[config.mk]
export PLATFORM = sky130hd
export DESIGN_NAME = noc_traffic_monitor
export DESIGN_NICKNAME = d
export VERILOG_FILES = /design/src/rtl/noc_traffic_monitor.sv
export SDC_FILE = /design/constraint.sdc
export NUM_CORES = 1
export LEC_CHECK = 0
export BUFFER_PORTS_ARGS = -buffer_cell sky130_fd_sc_hd__buf_2
export CAP_MARGIN = 30
export CORE_MARGIN = 1
export CORE_UTILIZATION = 60
export CTS_CLUSTER_DIAMETER = 50
export DETAILED_ROUTE_END_ITERATION = 12
export GPL_ROUTABILITY_DRIVEN = 0
export PLACE_DENSITY_LB_ADDON = 0.15
export SLEW_MARGIN = 10
export SYNTH_ARGS = -nofsm -noshare
export SYNTH_HDL_FRONTEND = slang
export SYNTH_SLANG_ARGS = --single-unit
[constraint.sdc]
create_clock -name clk -period 52.5 [get_ports clk]
set_input_delay 5.25 -clock clk [delete_from_list [all_inputs] [get_ports clk]]
set_output_delay 5.25 -clock clk [all_outputs]
set_load 0.05 [all_outputs]
[src/rtl/noc_traffic_monitor.sv]
// ==========================================================================
// noc_traffic_monitor : sink-side NoC monitor (packet count, run cycles,
// latency sum/max, destination check).                      Revision 1.0
// ==========================================================================
`default_nettype none

module noc_traffic_monitor #(
  parameter int NUM_PE     = 8,
  parameter int DATA_WIDTH = 32,
  parameter int ADDR_WIDTH = $clog2(NUM_PE),
  parameter int PKT_LIMIT  = 100,
  parameter int TS_WIDTH   = 16,
  parameter int CNT_WIDTH  = 32
) (
  input  logic                                    clk,
  input  logic                                    rst_n,
  input  logic                                    i_start,
  input  logic                                    i_clear,
  input  logic [NUM_PE*(ADDR_WIDTH+DATA_WIDTH)-1:0] i_pkt_data,
  input  logic [NUM_PE-1:0]                       i_pkt_valid,
  output logic [NUM_PE-1:0]                       o_pkt_ready,
  output logic [TS_WIDTH-1:0]                     o_timestamp,
  output logic [CNT_WIDTH-1:0]                    o_total_pkts,
  output logic [CNT_WIDTH-1:0]                    o_cycles,
  output logic [CNT_WIDTH+TS_WIDTH-1:0]           o_lat_sum,
  output logic [TS_WIDTH-1:0]                     o_lat_max,
  output logic [CNT_WIDTH-1:0]                    o_addr_err_cnt,
  output logic                                    o_running,
  output logic                                    o_done
);

  localparam int PKT_W  = ADDR_WIDTH + DATA_WIDTH;
  localparam int LSUM_W = CNT_WIDTH + TS_WIDTH;
  localparam logic [CNT_WIDTH-1:0] TOTAL_LIMIT = CNT_WIDTH'(NUM_PE * PKT_LIMIT);

  typedef enum logic [1:0] {
    ST_IDLE = 2'd0,
    ST_RUN  = 2'd1,
    ST_DONE = 2'd2
  } state_e;

  state_e                 state_q, state_d;
  logic [NUM_PE-1:0]      ready_q, ready_d;
  logic [TS_WIDTH-1:0]    ts_q;
  logic [CNT_WIDTH-1:0]   total_q, total_d;
  logic [CNT_WIDTH-1:0]   cycles_q, cycles_d;
  logic [LSUM_W-1:0]      lsum_q, lsum_d;
  logic [TS_WIDTH-1:0]    lmax_q, lmax_d;
  logic [CNT_WIDTH-1:0]   err_q, err_d;

  logic [NUM_PE-1:0]      acc;
  logic [NUM_PE-1:0]      addr_bad;
  logic [TS_WIDTH-1:0]    lat_w [NUM_PE];
  logic [CNT_WIDTH-1:0]   acc_cnt;
  logic [CNT_WIDTH-1:0]   err_inc;
  logic [LSUM_W-1:0]      lat_inc;
  logic [TS_WIDTH-1:0]    lat_peak;
  logic [CNT_WIDTH-1:0]   total_upd;
  logic                   clear_stats;
  logic                   run_upd;
  logic                   unused_pkt_bits;

  // Payload bits above the timestamp are not inspected by the monitor.
  assign unused_pkt_bits = ^i_pkt_data;

  // ready_q is high exactly while in RUN, so it also gates acceptance.
  assign acc = i_pkt_valid & ready_q;

  for (genvar k = 0; k < NUM_PE; k++) begin : g_chan
    assign lat_w[k]    = ts_q - i_pkt_data[k*PKT_W +: TS_WIDTH];
    assign addr_bad[k] = i_pkt_data[k*PKT_W+DATA_WIDTH +: ADDR_WIDTH] != ADDR_WIDTH'(k);
  end

  always_comb begin
    acc_cnt  = '0;
    err_inc  = '0;
    lat_inc  = '0;
    lat_peak = lmax_q;
    for (int k = 0; k < NUM_PE; k++) begin
      if (acc[k]) begin
        acc_cnt = acc_cnt + CNT_WIDTH'(1);
        lat_inc = lat_inc + LSUM_W'(lat_w[k]);
        if (addr_bad[k]) err_inc = err_inc + CNT_WIDTH'(1);
        if (lat_w[k] > lat_peak) lat_peak = lat_w[k];
      end
    end
  end

  assign total_upd = total_q + acc_cnt;

  always_comb begin
    state_d     = state_q;
    clear_stats = 1'b0;
    run_upd     = 1'b0;
    unique case (state_q)
      ST_IDLE: if (i_start) begin
        state_d     = ST_RUN;
        clear_stats = 1'b1;
      end
      ST_RUN: begin
        run_upd = 1'b1;
        // Overshoot in the final cycle is kept: every accepted packet counts.
        if (total_upd >= TOTAL_LIMIT) state_d = ST_DONE;
      end
      ST_DONE: if (i_clear) begin
        state_d     = ST_IDLE;
        clear_stats = 1'b1;
      end
      default: state_d = ST_IDLE;
    endcase
  end

  always_comb begin
    total_d  = total_q;
    cycles_d = cycles_q;
    lsum_d   = lsum_q;
    lmax_d   = lmax_q;
    err_d    = err_q;
    if (clear_stats) begin
      total_d  = '0;
      cycles_d = '0;
      lsum_d   = '0;
      lmax_d   = '0;
      err_d    = '0;
    end else if (run_upd) begin
      total_d  = total_upd;
      cycles_d = cycles_q + CNT_WIDTH'(1);
      lsum_d   = lsum_q + lat_inc;
      lmax_d   = lat_peak;
      err_d    = err_q + err_inc;
    end
  end

  assign ready_d = {NUM_PE{state_d == ST_RUN}};

  always_ff @(posedge clk or negedge rst_n) begin
    if (!rst_n) begin
      state_q  <= ST_IDLE;
      ready_q  <= '0;
      ts_q     <= '0;
      total_q  <= '0;
      cycles_q <= '0;
      lsum_q   <= '0;
      lmax_q   <= '0;
      err_q    <= '0;
    end else begin
      state_q  <= state_d;
      ready_q  <= ready_d;
      ts_q     <= ts_q + TS_WIDTH'(1);
      total_q  <= total_d;
      cycles_q <= cycles_d;
      lsum_q   <= lsum_d;
      lmax_q   <= lmax_d;
      err_q    <= err_d;
    end
  end

  assign o_pkt_ready    = ready_q;
  assign o_timestamp    = ts_q;
  assign o_total_pkts   = total_q;
  assign o_cycles       = cycles_q;
  assign o_lat_sum      = lsum_q;
  assign o_lat_max      = lmax_q;
  assign o_addr_err_cnt = err_q;
  assign o_running      = (state_q == ST_RUN);
  assign o_done         = (state_q == ST_DONE);

endmodule

`default_nettype wire

### Yosys cells after proc, flatten, opt, wreduce, memory -nomap -nowiden

Index checks and enable logic that the tools add are counted.

* bits of input ports: 292
* word-level logic and storage cells: 131
* output and inout port bits: 186
* register bits after elaboration: 179

* bitwise gates (word level): 1
* eq/ne operators: 10
* add/sub/neg operators: 34
* mux-type cells: 66
* reduce and logical (&&, ||, !) cells: 3
* $lt $le $gt $ge: 9

Operators by type and width (count)
* 32-bit two-way mux: 27
* 32-bit by 1-bit adder with 32-bit output (second input constant): 15
* 48-bit two-way mux: 9
* 48-bit by 16-bit adder with 48-bit output: 7
* 16-bit two-way mux: 19
* 16-bit > comparator: 8
* 16-bit subtractor: 8
* 32-bit adder: 2
* 48-bit adder: 1
* 32-bit by 10-bit >= comparator with 1-bit output (second input constant): 1
* 16-bit by 1-bit adder with 16-bit output (second input constant): 1
* 3-bit inequality test (second input constant): 4
* 8-bit AND: 1
* 1-bit two-way mux: 6
* 2-bit two-way mux: 3
* 3-bit by 2-bit inequality test with 1-bit output (second input constant): 2
* 2-bit case mux with 3 select lines: 1
* 2-bit by 1-bit equality test with 1-bit output (second input constant): 2
* 3-bit by 1-bit inequality test with 1-bit output (second input constant): 1
* 3-bit nonzero test: 1
* 2-bit equality test (second input constant): 1
* 2-bit zero test: 1
* 1-bit case mux with 2 select lines: 1
* 2-bit nonzero test: 1

### Longest topological paths before layout

Gate-level depths: netlist of the first run.

* depth in word-level cells: 27
* depth in mapped cells: 126
* gate-level depth less buffers: 118

### Worst setup path after synthesis of the first run

OpenSTA, ideal clock, no wires.

* path kind: input port to flip-flop
* start: input port i_pkt_data[0]
* end: register lmax_q[10], in the netlist o_lat_max[10]
* stages on the path: 117
* slack: 27.350 ns
* library setup time: 0.121 ns
* data required time: 52.379 ns
* arrival: 25.029 ns
* buffers on the path: 8
* cells stage by stage: ha_1 inv_1 fa_1 a21o_1 a21oi_1 o21ai_0 a21oi_1 o21ai_0 a21oi_1 o21bai_1 a21oi_1 o21ai_0 a21o_1 a21oi_1 xnor2_1 ha_1 nand4_1 a2111o_1 [... 81 more ...] ha_1 nor2b_1 o21ai_0 nand2b_1 a21oi_1 nor2b_1 o21ai_0 nand2b_1 a21oi_1 nor2b_1 o21ai_0 a21boi_0 o21ai_0 a221oi_1 inv_1 clkbuf_1 o21a_1 a22o_1

* cells in the longest elaborated chain, start to end: 27

Ends and longest elaborated chain
* from (decl): RTL line 19 `input logic [NUM_PE*(ADDR_WIDTH+DATA_WIDTH)-1:0] i_pkt_data,`
* 16-bit subtractor *: RTL line 70 `assign lat_w[k] = ts_q - i_pkt_data[k*PKT_W +: TS_WIDTH];`
* 16-bit > comparator: RTL line 84 `if (lat_w[k] > lat_peak) lat_peak = lat_w[k];`
* 16-bit two-way mux *: RTL line 84
* 16-bit two-way mux *: RTL line 80 `if (acc[k]) begin`
* 16-bit > comparator: RTL line 84
* 16-bit two-way mux: RTL line 84
* 16-bit two-way mux *: RTL line 80
* 16-bit > comparator: RTL line 84
* [... 11 more ...]
* 16-bit > comparator: RTL line 84
* 16-bit two-way mux: RTL line 84
* 16-bit two-way mux *: RTL line 80
* 16-bit > comparator: RTL line 84
* 16-bit two-way mux: RTL line 84
* 16-bit two-way mux *: RTL line 80
* 16-bit two-way mux *: RTL line 125 `end else if (run_upd) begin`
* 16-bit two-way mux *: RTL line 119 `if (clear_stats) begin`
* to (signal assigned): RTL line 153 `lmax_q <= lmax_d;`
* to (decl): RTL line 48 `logic [TS_WIDTH-1:0] lmax_q, lmax_d;`

Every way passes the cells marked *; elsewhere a longest branch is shown, timed or not. The select of a mux whose other input is x is not followed.
A chain may end at the register's enable or synchronous reset.

### Worst setup path in the final report of the first run

* start: input port i_pkt_data[0]
* end: register lmax_q[12], in the netlist o_lat_max[12]

Same word-level chain as after synthesis.

==> impl_metrics.toml, run 1 <==
[cts]
cts_max_level = 4
clk_path_buf_depth = 2
cts_tree = "done"
cts_resized = 0
post_cts_buffers = 0
path_clk_slew_ns = 0.07
cts.sinks = 179
ctsHoldBuffers = 0
numCtsBuffers = 17
root_buffer = "clkbuf_16"
clk_latency_ns = 0.44

[global_route]
grt.total_usage_pct = 36.8
grt_pass1_wl_um = 128000
grt_pass1_vias = 24122
met2_usage_pct = 58.0
grt.overflow.total = 0
grt_max_degree = 98
gr-usage-met1_pct = 50.3
grt.busiest_layer = "met2"
antenna_found_initial = 5
grt_use_met3_pct = 6.05

[worst_setup_path]
slowest_delay_ns = 0.71
cp-start-kind = "input pin"
crit_type = "in2reg"
cp.arrival_ns = 28.95
crit_fanout = 39
crit_path_end_kind = "flip-flop"
reg2reg_slack_ns = 27.68
worstPathRequired_ns = 52.80
worst_path_most_repeated_cell = "a21oi_1"
cpMaxStageDelayCell = "a21oi_1"
reg2reg_depth = 109

[final_layout]
final_common_cell = "inv_1"
areaGrowthSynthToFinish_pct = 12.0
drive_above_1_share_pct = 12.6
layout.nets = 4544
fillCellCount = 3917
final_cell_mix = "inv_1 (423), ha_1 (405), buf_2 (348)"
utilization_pct = 68.4

[logic_synthesis]
synth_mux_area_share_pct = 3.61
synthDistinctLibCells = 86
synthSimpleGateAreaFrac_pct = 17.9
ys_warn_count = 0
synthAdderAreaFrac_pct = 20.7
synthTopCellsByArea = "ha_1 (19%), dfrtp_1 (17%), xnor2_1 (7.6%)"
synth_top_area_share_pct = 19.2
synth_top_area_cell = "ha_1"
ys_seq_area_share_pct = 17.0
synth-edff-count = 0
netlist_area_um2 = 26400
synth_xor_xnor_area_share_pct = 11.5
synth_top_flop_cell = "dfrtp_1"
synth_area_per_cell_um2 = 7.53
synth_top_family_by_area = "compound AO/OA/AOI/OAI gates"
synth-compound-area-share_pct = 22.0
synth_seq_cells = 179
async_flop_share_pct = 100
syn_inst = 3508

[pwr]
power.leakage_nw = 15.6
swShare_pct = 55.5
p_total_mw = 2.17
seqPwrFrac_pct = 9.4
power.switching_mw = 1.21
powerDensity_nw_per_um2 = 73.4
internal_power_mw = 0.966
peakVddDrop_mv = 0.0592
combPwrFrac_pct = 84.6
clock_power_share_pct = 6.0

[die]
die_area_um2 = 44900
start_util_pct = 61.1
ios = 478
die_w_um = 212
die_height_um = 212
row_count = 76
core_um2 = 43300

[timing]
period_share_pct = 54.6
fmax_mhz = 34.9
drv_slew = 0
maxSlewHeadroom_pct = 32.6
clock_skew_ns = 0.0121
hold_ws_ns = 0.509
layout_min_cycle_time_ns = 28.65
tns_ns = 0
fin_ws_ns = 23.85
hold_viol = 0
rsz0062_at_grt = "no"
setup_violations = 0
worstMarginPinSlew_ns = 1.01

[placement]
preCtsSetupSlack_ns = 23.59
port_buffers = 349
place_hpwl_um = 65800

[detailed_routing]
vias = 26015
drt-vias-per-instance = 5.87
routed_wl_um = 82700
drt-pass1-iter-count = 6
drt-wirelength-per-cell_um = 18.7
postRouteAntennaNets = 0
drc = 0
drt_iter0_drc = 2601

[job]
maxCapViolations = 0

[outcome]
status = "finished, final reports clean"

[worst_hold_path]
holdPathStages = 2
min_path_type = "reg2reg"
cells by family after synthesis:
group / Yosys count
flops: 179
fa+ha+maj: 426
mux: 91
other cells: 1
buf+inv: 514
compound gates: 941
simple gates: 1012
xor+xnor: 344
cell type report:
type	instances	area, um2	share of cell area (%)
multi-input cells	2821	20000	67.8
well taps	585	732	2.47
clock buffers	17	425	1.44
inverters	424	1590	5.38
diodes	4	10.0	0.0338
flip-flops and latches	179	4480	15.1
repair buffers	386	2130	7.19
clock inverters	15	170	0.575
synthesized netlist by cell type, types with 5 or more instances:
cell type,count
a211oi_1,15
a21boi_0,21
a21o_1,83
a21oi_1,294
a22o_1,17
a22oi_1,6
a31oi_1,21
a32oi_1,5
and2_1,40
and3_1,63
and4_1,7
buf_1,8
buf_4,8
clkbuf_1,71
dfrtp_1,179
fa_1,18
ha_1,405
inv_1,423
mux2_2,30
mux2i_1,60
nand2_1,286
nand2b_1,29
nand3_1,90
nand4_1,52
nor2_1,314
nor2b_1,32
nor3_1,48
nor3b_1,5
nor4_1,9
o211ai_1,10
o21a_1,22
o21ai_0,257
o21ai_1,5
o21bai_1,97
o22ai_1,8
o31ai_1,26
or2_2,11
or3_1,11
xnor2_1,229
xor2_1,114
flip-flops by register name, indices dropped and copies added (netlist names):
signal and cells:
o_addr_err_cnt 32, o_cycles 32, o_lat_max 16, o_lat_sum 48
o_pkt_ready 1, o_timestamp 16, o_total_pkts 32, state_q 2
final timing paths:
path | start | end
min reg2reg | o_lat_sum[19] | o_lat_sum[19]
min | o_lat_sum[19] | o_lat_sum[19]
min in group asynchronous | rst_n | o_cycles[18]
max reg2reg | o_timestamp[1] | o_lat_max[12]
max | i_pkt_data[0] | o_lat_max[12]
max in group asynchronous | rst_n | o_lat_sum[1]
worst max-delay path, delay by kind of cell:
| kind | cells | cell delay [ns] |
|---|---|---|
| AOI/OAI and AO/OA | 58 | 12.67 |
| xor gates and xnor gates | 1 | 0.17 |
| adders and majority gates | 10 | 3.12 |
| buffers and inverters | 9 | 1.76 |
| muxes | 4 | 1.32 |
| and+or+nand+nor | 28 | 4.62 |
per-layer routing:
| metal | wire [um] | part of all wire (%) |
|---|---|---|
| met4 | 3140 | 3.8 |
| met2 | 36000 | 44 |
| met5 | 12 | 0.015 |
| met3 | 7620 | 9.2 |
| met1 | 35900 | 43 |
power by group through the flow:
stage               clock (mW)  sequential [mW]  combinational [mW]
finish                   0.130            0.204                1.84
global route             0.137            0.207                2.05
CTS                      0.131            0.202                1.80
detailed placement           0            0.205                1.79
global placement             0            0.204                1.75
floorplan                    0            0.280                1.32
metrics by stage:
stage | area (um2) | instances
6_report | 29600 | 4431
3_5_place_dp | 28900 | 4389
5_1_grt | 29600 | 4431
4_1_cts | 29500 | 4421
2_1_floorplan | 26400 | 3514
3_3_place_gp | 28800 | 4386
Power figures use the tool's default switching activity.
==> run 2: changes to the inputs <==
--- a/config.mk
+++ b/config.mk
@@ -8,7 +8,7 @@
 export BUFFER_PORTS_ARGS = -buffer_cell sky130_fd_sc_hd__buf_2
 export CAP_MARGIN = 30
 export CORE_MARGIN = 1
-export CORE_UTILIZATION = 60
+export CORE_UTILIZATION = 59
 export CTS_CLUSTER_DIAMETER = 50
 export DETAILED_ROUTE_END_ITERATION = 12
 export GPL_ROUTABILITY_DRIVEN = 0
==> constraint.sdc (replaced) <==
create_clock -name clk -period 26.7 [get_ports clk]
set_input_delay 2.67 -clock clk [delete_from_list [all_inputs] [get_ports clk]]
set_output_delay 2.67 -clock clk [all_outputs]
set_load 0.05 [all_outputs]
==> run 2 against run 1 <==
  * Cell area shrank 0.11%
  * Worst hold slack gained 0.0024 ns
  * Via count grew 0.94%
  * Wire length grew 1.5%
  * Sequential power grew 97%
  * Global-route usage shrank 0.51 points
  * Non-clock buffer count grew 3
  * Combinational power grew 96%
  * Utilization shrank 1.5 points
  * Critical path type unchanged
  * Clock skew is essentially flat
  * Die area grew 1.7%
  * First-iteration DRC count grew 6.0%
==> impl_metrics.toml, run 2 (synthesis gave the netlist of run 1 again) <==
[final_layout]
final_cell_mix = "inv_1 (423), ha_1 (405), buf_2 (349)"
drive_above_1_share_pct = 12.7
layout.nets = 4547
largest_reg_flops = 48
finalInstanceArea_um2 = 29500
fillCellCount = 3912
final_common_cell = "inv_1"
areaGrowthSynthToFinish_pct = 11.8

[cts]
ctsHoldBuffers = 0
cts_tree = "done"
clk_path_buf_depth = 2
cts.sinks = 179
root_buffer = "clkbuf_16"
post_cts_buffers = 0
path_clk_slew_ns = 0.07
numCtsBuffers = 17
clk_latency_ns = 0.45
cts_max_level = 4

[timing]
setup_violations = 0
clock_skew_ns = 0.0124
layout_min_cycle_time_ns = 25.21
rsz0062_at_grt = "no"
hold_ws_ns = 0.512
hold_viol = 0
tns_ns = 0
drv_slew = 0
fmax_mhz = 39.7
period_share_pct = 94.4
worstMarginPinSlew_ns = 0.983
maxSlewHeadroom_pct = 34.5

[global_route]
grt_max_degree = 118
grt.overflow.total = 0
grt.total_usage_pct = 36.3
grt_pass1_vias = 23612
grt_pass1_wl_um = 128000
antenna_found_initial = 7

[detailed_routing]
drc = 0
drt-vias-per-instance = 5.92
drt-wirelength-per-cell_um = 18.9
routed_wl_um = 83900
postRouteAntennaNets = 0
drt_iter0_drc = 2757
vias = 26259
drt-pass1-iter-count = 6

[worst_setup_path]
slowest_delay_ns = 0.62
timing.rr.start = "o_timestamp[1]"
crit_start = "i_pkt_data[0]"
crit_path_end_kind = "flip-flop"
crit_fanout = 24
crit_type = "in2reg"
reg2reg_depth = 104
cp-start-kind = "input pin"
r2r-end = "o_lat_max[9]"
cpMaxStageDelayCell = "o221ai_2"
reg2reg_slack_ns = 2.91
cp.arrival_ns = 25.50
endpoint = "o_lat_max[9]"
worstPathRequired_ns = 26.99

[worst_hold_path]
min_path_type = "reg2reg"

[placement]
dpl_cell_area_um2 = 28900
place_hpwl_um = 66700
port_buffers = 349

[die]
row_count = 77
die_w_um = 214
die_height_um = 214
start_util_pct = 59.7
die_area_um2 = 45600
core_um2 = 44200
ios = 478

[pwr]
peakVddDrop_mv = 0.109
powerDensity_nw_per_um2 = 145
power.leakage_nw = 15.6

[outcome]
status = "finished, final reports clean"

[job]
maxCapViolations = 0
==> run 2: cell count changes in the layout (fill, tap and decap cells not counted), moves of 2 or more <==
cell,before,now
buf_8,2,0
buf_4,29,35
buf_16,3,1
diode_2,4,2
inv_8,3,5
==> run 2: what timing repair did <==
action / 4_1_cts / 5_1_grt
hold endpoints to repair: 0 / 0
setup endpoints to repair: 0 / 16
resized for setup: 0 / 2
==> run 2: cell type report <==
type / instances / area, um2 / share of cell area, %
Clock buffer: 17 / 425 / 1.44
Multi-Input combinational cell: 2821 / 20100 / 67.9
Sequential cell: 179 / 4480 / 15.2
Tap cell: 592 / 741 / 2.51
Antenna cell: 2 / 5.00 / 0.0169
Timing Repair Buffer: 389 / 2080 / 7.03
Clock inverter: 15 / 174 / 0.589
Inverter: 424 / 1590 / 5.39
==> run 2: through the flow <==
stage / std cells / setup WS [ns] / util (%) / power (mW)
after floorplan: 3514 / 4.13 / - / 3.14
final: 4439 / 1.49 / 66.8 / 4.27
after detailed placement: 4403 / 1.19 / 65.3 / 3.92
after global placement: 4400 / 1.47 / 65.3 / 3.86
after global routing: 4439 / 0.224 / 66.8 / 4.69
after CTS: 4435 / 1.56 / 66.7 / 4.21
==> run 2: how the worst min path moves through the flow <==
stage / start / end / cells after the start
finish: o_lat_sum[21] / o_lat_sum[21] / 2
global route: o_addr_err_cnt[7] / o_addr_err_cnt[7] / 2
CTS: o_total_pkts[31] / o_total_pkts[31] / 1
detailed placement: o_total_pkts[31] / o_total_pkts[31] / 1
global placement: o_lat_sum[17] / o_lat_sum[17] / 2
floorplan: state_q[1] / o_pkt_ready[0] / 1
==> run 2: layer usage <==
| metal | GRT usage (%) | wire length (um) |
|---|---|---|
| met1 | 50.7 | 36600 |
| met2 | 55.9 | 35700 |
| met3 | 5.83 | 8230 |
| met4 | 13.9 | 3360 |
| met5 | 0 | 21 |
==> run 2: critical path, delay by kind of cell <==
kind,cells,cell delay (ns)
xor+xnor,1,0.18
buf+inv,7,1.00
compound gates,61,13.22
mux,4,1.53
fa+ha+maj,10,2.86
simple gates,23,3.96
==> run 2: power breakdown <==
part           internal [mW]  switching (mW)
logic                   1.43            2.18
registers              0.336          0.0653
clock network          0.127           0.130
